<file path="src/rtl/logic_input_pipe.sv">
// Multi-lane, depth-configurable input register chain with clock enable, valid tagging and primed status.
// Optional per-lane synchronous clear: define LOGIC_INPUT_PIPE_SCLR_EN.

module logic_input_pipe_lane #(
    parameter int WIDTH = 18,
    parameter int DEPTH = 1
) (
    input  logic             clk,
    input  logic             rst,
    input  logic [WIDTH-1:0] d,
    input  logic             d_vld,
    input  logic             ce,
`ifdef LOGIC_INPUT_PIPE_SCLR_EN
    input  logic             sclr,
`endif
    output logic [WIDTH-1:0] q,
    output logic             q_vld,
    output logic             primed
);

    if (DEPTH == 0) begin : g_pass
        // Pure wiring: the control inputs are intentionally ignored.
`ifdef LOGIC_INPUT_PIPE_SCLR_EN
        logic unused_ok;
        assign unused_ok = ^{clk, rst, ce, sclr};
`else
        logic unused_ok;
        assign unused_ok = ^{clk, rst, ce};
`endif
        assign q      = d;
        assign q_vld  = d_vld;
        assign primed = 1'b1;
    end else begin : g_reg
        localparam int            CW   = $clog2(DEPTH + 1);
        localparam logic [CW-1:0] FULL = CW'(DEPTH);

        logic [DEPTH-1:0][WIDTH-1:0] data_q, data_d;
        logic [DEPTH-1:0]            vld_q, vld_d;
        logic [CW-1:0]               fill_q, fill_d;

        always_comb begin
            data_d = data_q;
            vld_d  = vld_q;
            fill_d = fill_q;
            if (ce) begin
                data_d[0] = d;
                vld_d[0]  = d_vld;
                for (int k = 1; k < DEPTH; k++) begin
                    data_d[k] = data_q[k-1];
                    vld_d[k]  = vld_q[k-1];
                end
                if (fill_q != FULL) fill_d = fill_q + 1'b1;
            end
`ifdef LOGIC_INPUT_PIPE_SCLR_EN
            // Clear wins over ce; the sample on this edge is dropped.
            if (sclr) begin
                data_d = '0;
                vld_d  = '0;
                fill_d = '0;
            end
`endif
        end

        always_ff @(posedge clk or negedge rst) begin
            if (!rst) begin
                data_q <= '0;
                vld_q  <= '0;
                fill_q <= '0;
            end else begin
                data_q <= data_d;
                vld_q  <= vld_d;
                fill_q <= fill_d;
            end
        end

        assign q      = data_q[DEPTH-1];
        assign q_vld  = vld_q[DEPTH-1];
        assign primed = (fill_q == FULL);
    end

endmodule

module logic_input_pipe #(
    parameter int WIDTH    = 18,
    parameter int CHANNELS = 4,
    parameter int DEPTH    = 1
) (
    input  logic                      clk,
    input  logic                      rst,
    input  logic [CHANNELS*WIDTH-1:0] d,
    input  logic [CHANNELS-1:0]       d_vld,
    input  logic [CHANNELS-1:0]       ce,
`ifdef LOGIC_INPUT_PIPE_SCLR_EN
    input  logic [CHANNELS-1:0]       sclr,
`endif
    output logic [CHANNELS*WIDTH-1:0] q,
    output logic [CHANNELS-1:0]       q_vld,
    output logic [CHANNELS-1:0]       primed,
    output logic                      any_vld
);

    for (genvar c = 0; c < CHANNELS; c++) begin : g_lane
        logic_input_pipe_lane #(
            .WIDTH (WIDTH),
            .DEPTH (DEPTH)
        ) u_lane (
            .clk    (clk),
            .rst    (rst),
            .d      (d[c*WIDTH +: WIDTH]),
            .d_vld  (d_vld[c]),
            .ce     (ce[c]),
`ifdef LOGIC_INPUT_PIPE_SCLR_EN
            .sclr   (sclr[c]),
`endif
            .q      (q[c*WIDTH +: WIDTH]),
            .q_vld  (q_vld[c]),
            .primed (primed[c])
        );
    end

    assign any_vld = |q_vld;

endmodule

</file>
<file path="config.mk">
export PLATFORM = sky130hd
export DESIGN_NAME = logic_input_pipe
export DESIGN_NICKNAME = d
export VERILOG_FILES = /design/src/rtl/logic_input_pipe.sv
export SDC_FILE = /design/constraint.sdc
export NUM_CORES = 1
export LEC_CHECK = 0
export BUFFER_PORTS_ARGS = -buffer_cell sky130_fd_sc_hd__buf_2
export CAP_MARGIN = 20
export CORE_MARGIN = 4
export CORE_UTILIZATION = 48
export DETAILED_ROUTE_END_ITERATION = 12
export GPL_TIMING_DRIVEN = 1
export PLACE_DENSITY = 0.88
export SETUP_SLACK_MARGIN = 0.15
export SLEW_MARGIN = 10
export SYNTH_ARGS = -nofsm -noshare
export SYNTH_HDL_FRONTEND = slang
export SYNTH_SLANG_ARGS = --single-unit
</file>
<file path="constraint.sdc">
create_clock -name clk -period 2.3 [get_ports clk]
set_clock_uncertainty 0.2 [all_clocks]
set_input_delay 0.46 -clock clk [delete_from_list [all_inputs] [get_ports clk]]
set_output_delay 0.46 -clock clk [all_outputs]
set_load 0.03 [all_outputs]
</file>
Word-level counts from Yosys, hierarchy flattened. Index checks and enable logic that the tools add are counted.

Reduce and logical (&&, ||, !) cells: 1. Shifts and indexed selects: 0. Bitwise gates (word level): 0. Divide/modulo/power cells: 0. $add $sub $neg: 4. $mul: 0. Multiplexer cells: 4. $lt $le $gt $ge: 0. Equal/unequal tests: 0.

Operator list (number): 1-bit adder (second input constant) (4); 1-bit two-way mux (4); 4-bit OR reduction (1).

Memories: 0. Bits in writable memories: 0. Latch bits: 0. Flip-flop bits (word level): 80. Output and inout bits: 81. Memory bits (read-only): 0. Bits of input ports: 82.

Depth between registers and ports, before layout.
Depth in word-level cells: 2. Mapped depth: 2.

Cells and area by module. A second synthesis with hierarchy kept.

Cell total of the unflattened synthesis: 169. Area total of the unflattened synthesis: 3265.6 um^2.

By module, submodules not included: logic_input_pipe_lane (cells an instance 42, sequential area each 500.5 um^2, instances 4, area each 814.5 um^2); logic_input_pipe (cells an instance 1, sequential area each 0.0 um^2, instances 1, area each 7.5 um^2).

Worst setup path after synthesis. Ideal clock, no wire load.

Path kind: reg2out. Start: register g_lane[3].u_lane.g_reg.vld_q. End: output port any_vld. Path buffers: 0. Setup slack: 0.595 ns. Required time: 1.640 ns. Stages on the path, launching flop included: 2. Arrival: 1.045 ns. Cells stage by stage: dfrtp_1 or4_1.

Longest elaborated chain between the ends: 1.

Ends and longest elaborated chain: start: declaration (line 38) `logic [DEPTH-1:0] vld_q, vld_d;`; start signal: assignment (line 71) `vld_q <= vld_d;`; 4-bit OR reduction (line 121) `assign any_vld = |q_vld;`; end: declaration (line 99) `output logic any_vld`.

Every way passes these cells.

Final worst setup path. Same ends and word-level chain as after synthesis.

==> parameters.txt <==
Parameter                              Value

Cells and area
  Area Overhead vs Synth    33.5%
  Filler Cells Inserted    446
  Number of cells in the finished layout apart from fillers    416
  Post-layout nets    419
  Fraction of final layout cells sized beyond drive strength 1    75.7%
  # diodes    0

Route
  Drc violations    0
  Drt initial violations    48
  Detailed-route via count    1,972
  Antenna viol nets, final    0
  Ratio of routed vias to standard cells    4.74
  Drt first pass iters    4
  Average wire per cell in the routed design    15.1 um
  Final routed wirelength across all metal layers    6290 um

Global routing
  Global Route Usage Sum    16.9%
  Via count of the first global-routing pass    2,099
  Global-route congestion overflow total    0
  Pin count of the biggest net entering global routing    42
  Wire length of the first global-routing pass    9880 um
  Antenna violations before repair    0

Power
  Total Power    3.42 mW
  Power density relative to cell area    844 nW/um^2
  Part of the power in combinational logic    20.5%
  Leakage component of the power    1.99 nW
  Internal power contribution    2.47 mW
  Switching share of power    27.9%
  Portion of total power attributed to sequential cells    46.7%
  Switching power total    0.957 mW
  Proportion of power drawn by the clock network    32.7%
  Worst vdd ir    0.000561 V

Setup path
  Startpoint-to-endpoint class of the critical path    reg2out
  Kind of start point of the critical path    flop
  Crit-path max FO    2
  Critical Path End Type    primary output
  Required time of the critical path    1.64 ns
  Origin of the worst setup path    g_lane[3].u_lane.q_vld
  Critical Path AT    1.40 ns
  Capture instance of the worst register-to-register path    g_lane[3].u_lane.q_vld
  Slack of the worst reg-to-reg path    1.23 ns
  Reg2Reg Launch Point    g_lane[3].u_lane.q_vld
  Capture point of the critical path    any_vld
  Worst Reg2Reg Path Length in Cells    2

Die
  Top Ports    163
  Height of the chip    87.6 um
  Count of standard-cell rows    28
  Width of the die    87.6 um
  Starting density of the core    50.5%
  Core outline area    6030 um^2
  Die Outline Area    7670 um^2

CTS
  Source-to-sink clock delay at the later pin of the worst-skew pair    0.32 ns
  Root Buffer Master    sky130_fd_sc_hd__clkbuf_8
  CTS buffer count    9
  CTS tree    yes
  CTS HTree Levels    3
  Clock net sink count    80
  Clock-pin transition on the worst setup and hold timing paths    0.07 ns
  Clk buf depth    2

Place
  Detailed Place HPWL    4860 um
  Number of I/O port buffers    162
  Routability cong.    0.781
  Placed cell count    399

Synth
  Cell area after synthesis    3040 um^2
  Synth Warn #    0
  Avg Cell Area, Syn    17.2 um^2
  Count of mapped cells out of synthesis    177
  Net Count, Synth    259
  Number of distinct library cells after synthesis    6
  Register bit count reported by yosys    80
  Sequential cell area fraction in the yosys report    65.8%

STA
  Highest clock frequency the design can meet    0.487 GHz
  Fin. Hold Viols    0
  Max transition margin    65.1%
  Ratio of final minimum period to clock period    89.4%
  Unrepaired setup endpoints after global routing    false
  Worst-margin pin slew    0.523 ns
  Endpoints failing setup    0
  Total negative slack    0 ns
  Number of max-slew violations in the final report    0
  Time the final worst path needs with I/O delays and setup    2.06 ns

Run status
  Status    finished, final reports clean

Job
  Max-capacitance violation count    0

Worst hold path
  Hold WC Path Type    in2reg
==> synthesized netlist by cell type <==
cell type / number / share of area [%]
sky130_fd_sc_hd__dfrtp_1: 80 / 66
sky130_fd_sc_hd__mux2_2: 76 / 28
sky130_fd_sc_hd__buf_4: 8 / 2.0
sky130_fd_sc_hd__buf_6: 8 / 3.0
sky130_fd_sc_hd__or2_2: 4 / 0.82
sky130_fd_sc_hd__or4_1: 1 / 0.25
==> repair_timing <==
item,CTS,global route
buffers inserted,0,1
resized for setup,0,2
endpoints found under the hold margin,40,0
setup endpoints to repair,0,1
hold buffers,1,0
==> worst min-delay path by stage <==
stage	from	to	slack [ns]	depth (start not counted)
after floorplan	rst	g_lane[0].u_lane.primed	-0.04	0
after global placement	g_lane[2].u_lane.primed	g_lane[2].u_lane.primed	0.25	1
after detailed placement	g_lane[2].u_lane.primed	g_lane[2].u_lane.primed	0.25	1
after CTS	d[6]	g_lane[0].u_lane.q[6]	0.13	2
after global routing	d[4]	g_lane[0].u_lane.q[4]	0.13	2
final	d[55]	g_lane[3].u_lane.q[1]	0.15	2
==> registers in the layout, indices dropped and copies added, names as in the netlist <==
name / cells
g_lane.u_lane.q: 72
g_lane.u_lane.q_vld: 4
g_lane.u_lane.primed: 4
==> layout by cell type, fill, tap and decap left out, drive strengths merged <==
cell         count
dfrtp           80
bufinv           2
buf            164
clkbuf          12
or4              1
or2              4
dlygate4sd3      1
clkinv           1
mux2            76
==> kinds of logic after synthesis <==
family	Yosys count	share of synthesized area (%)
AND/OR/NAND/NOR	5	1.07
flip-flops	80	65.8
buffers and inverters	16	4.94
multiplexers	76	28.1
==> power groups by stage <==
stage | registers, mW | logic [mW] | clock network (mW)
2_1_floorplan | 1.89 | 0.198 | 0
3_3_place_gp | 1.62 | 0.696 | 0
3_5_place_dp | 1.63 | 0.710 | 0
4_1_cts | 1.60 | 0.711 | 1.16
5_1_grt | 1.62 | 0.748 | 1.23
6_report | 1.60 | 0.703 | 1.12
==> worst max-delay path, cell delays in order, from the launching register on <==
cell	delay [ns]
sky130_fd_sc_hd__dfrtp_1	0.38
sky130_fd_sc_hd__or4_1	0.51
sky130_fd_sc_hd__buf_4	0.18
==> layout make-up <==
type	count	area [um^2]	area share, %
tap	75	93.8	2.31
clock buffer	12	155	3.82
sequential	80	2000	49.3
multi-input combinational	81	888	21.9
clock inverter	3	65.1	1.60
timing repair buffer	165	853	21.0
==> layer usage <==
| metal | up-vias | track usage, % | wire length [um] |
|---|---|---|---|
| met5 | - | 0 | 0 |
| met2 | 96 | 28.3 | 3150 |
| li1 | 932 | - | - |
| met3 | 8 | 5.64 | 555 |
| met4 | 0 | 6.28 | 76 |
| met1 | 936 | 20.5 | 2500 |
==> metrics by stage <==
stage	instance area [um^2]	setup slack (ns)	utilization, %	hold WS (ns)
2_1_floorplan	3040	0.595	-	-0.0356
3_3_place_gp	3820	0.588	63.4	0.247
3_5_place_dp	3820	0.568	63.4	0.252
4_1_cts	4050	0.191	67.2	0.133
5_1_grt	4060	0.167	67.3	0.126
6_report	4060	0.245	67.3	0.152
(Power assumes the default switching activity.)
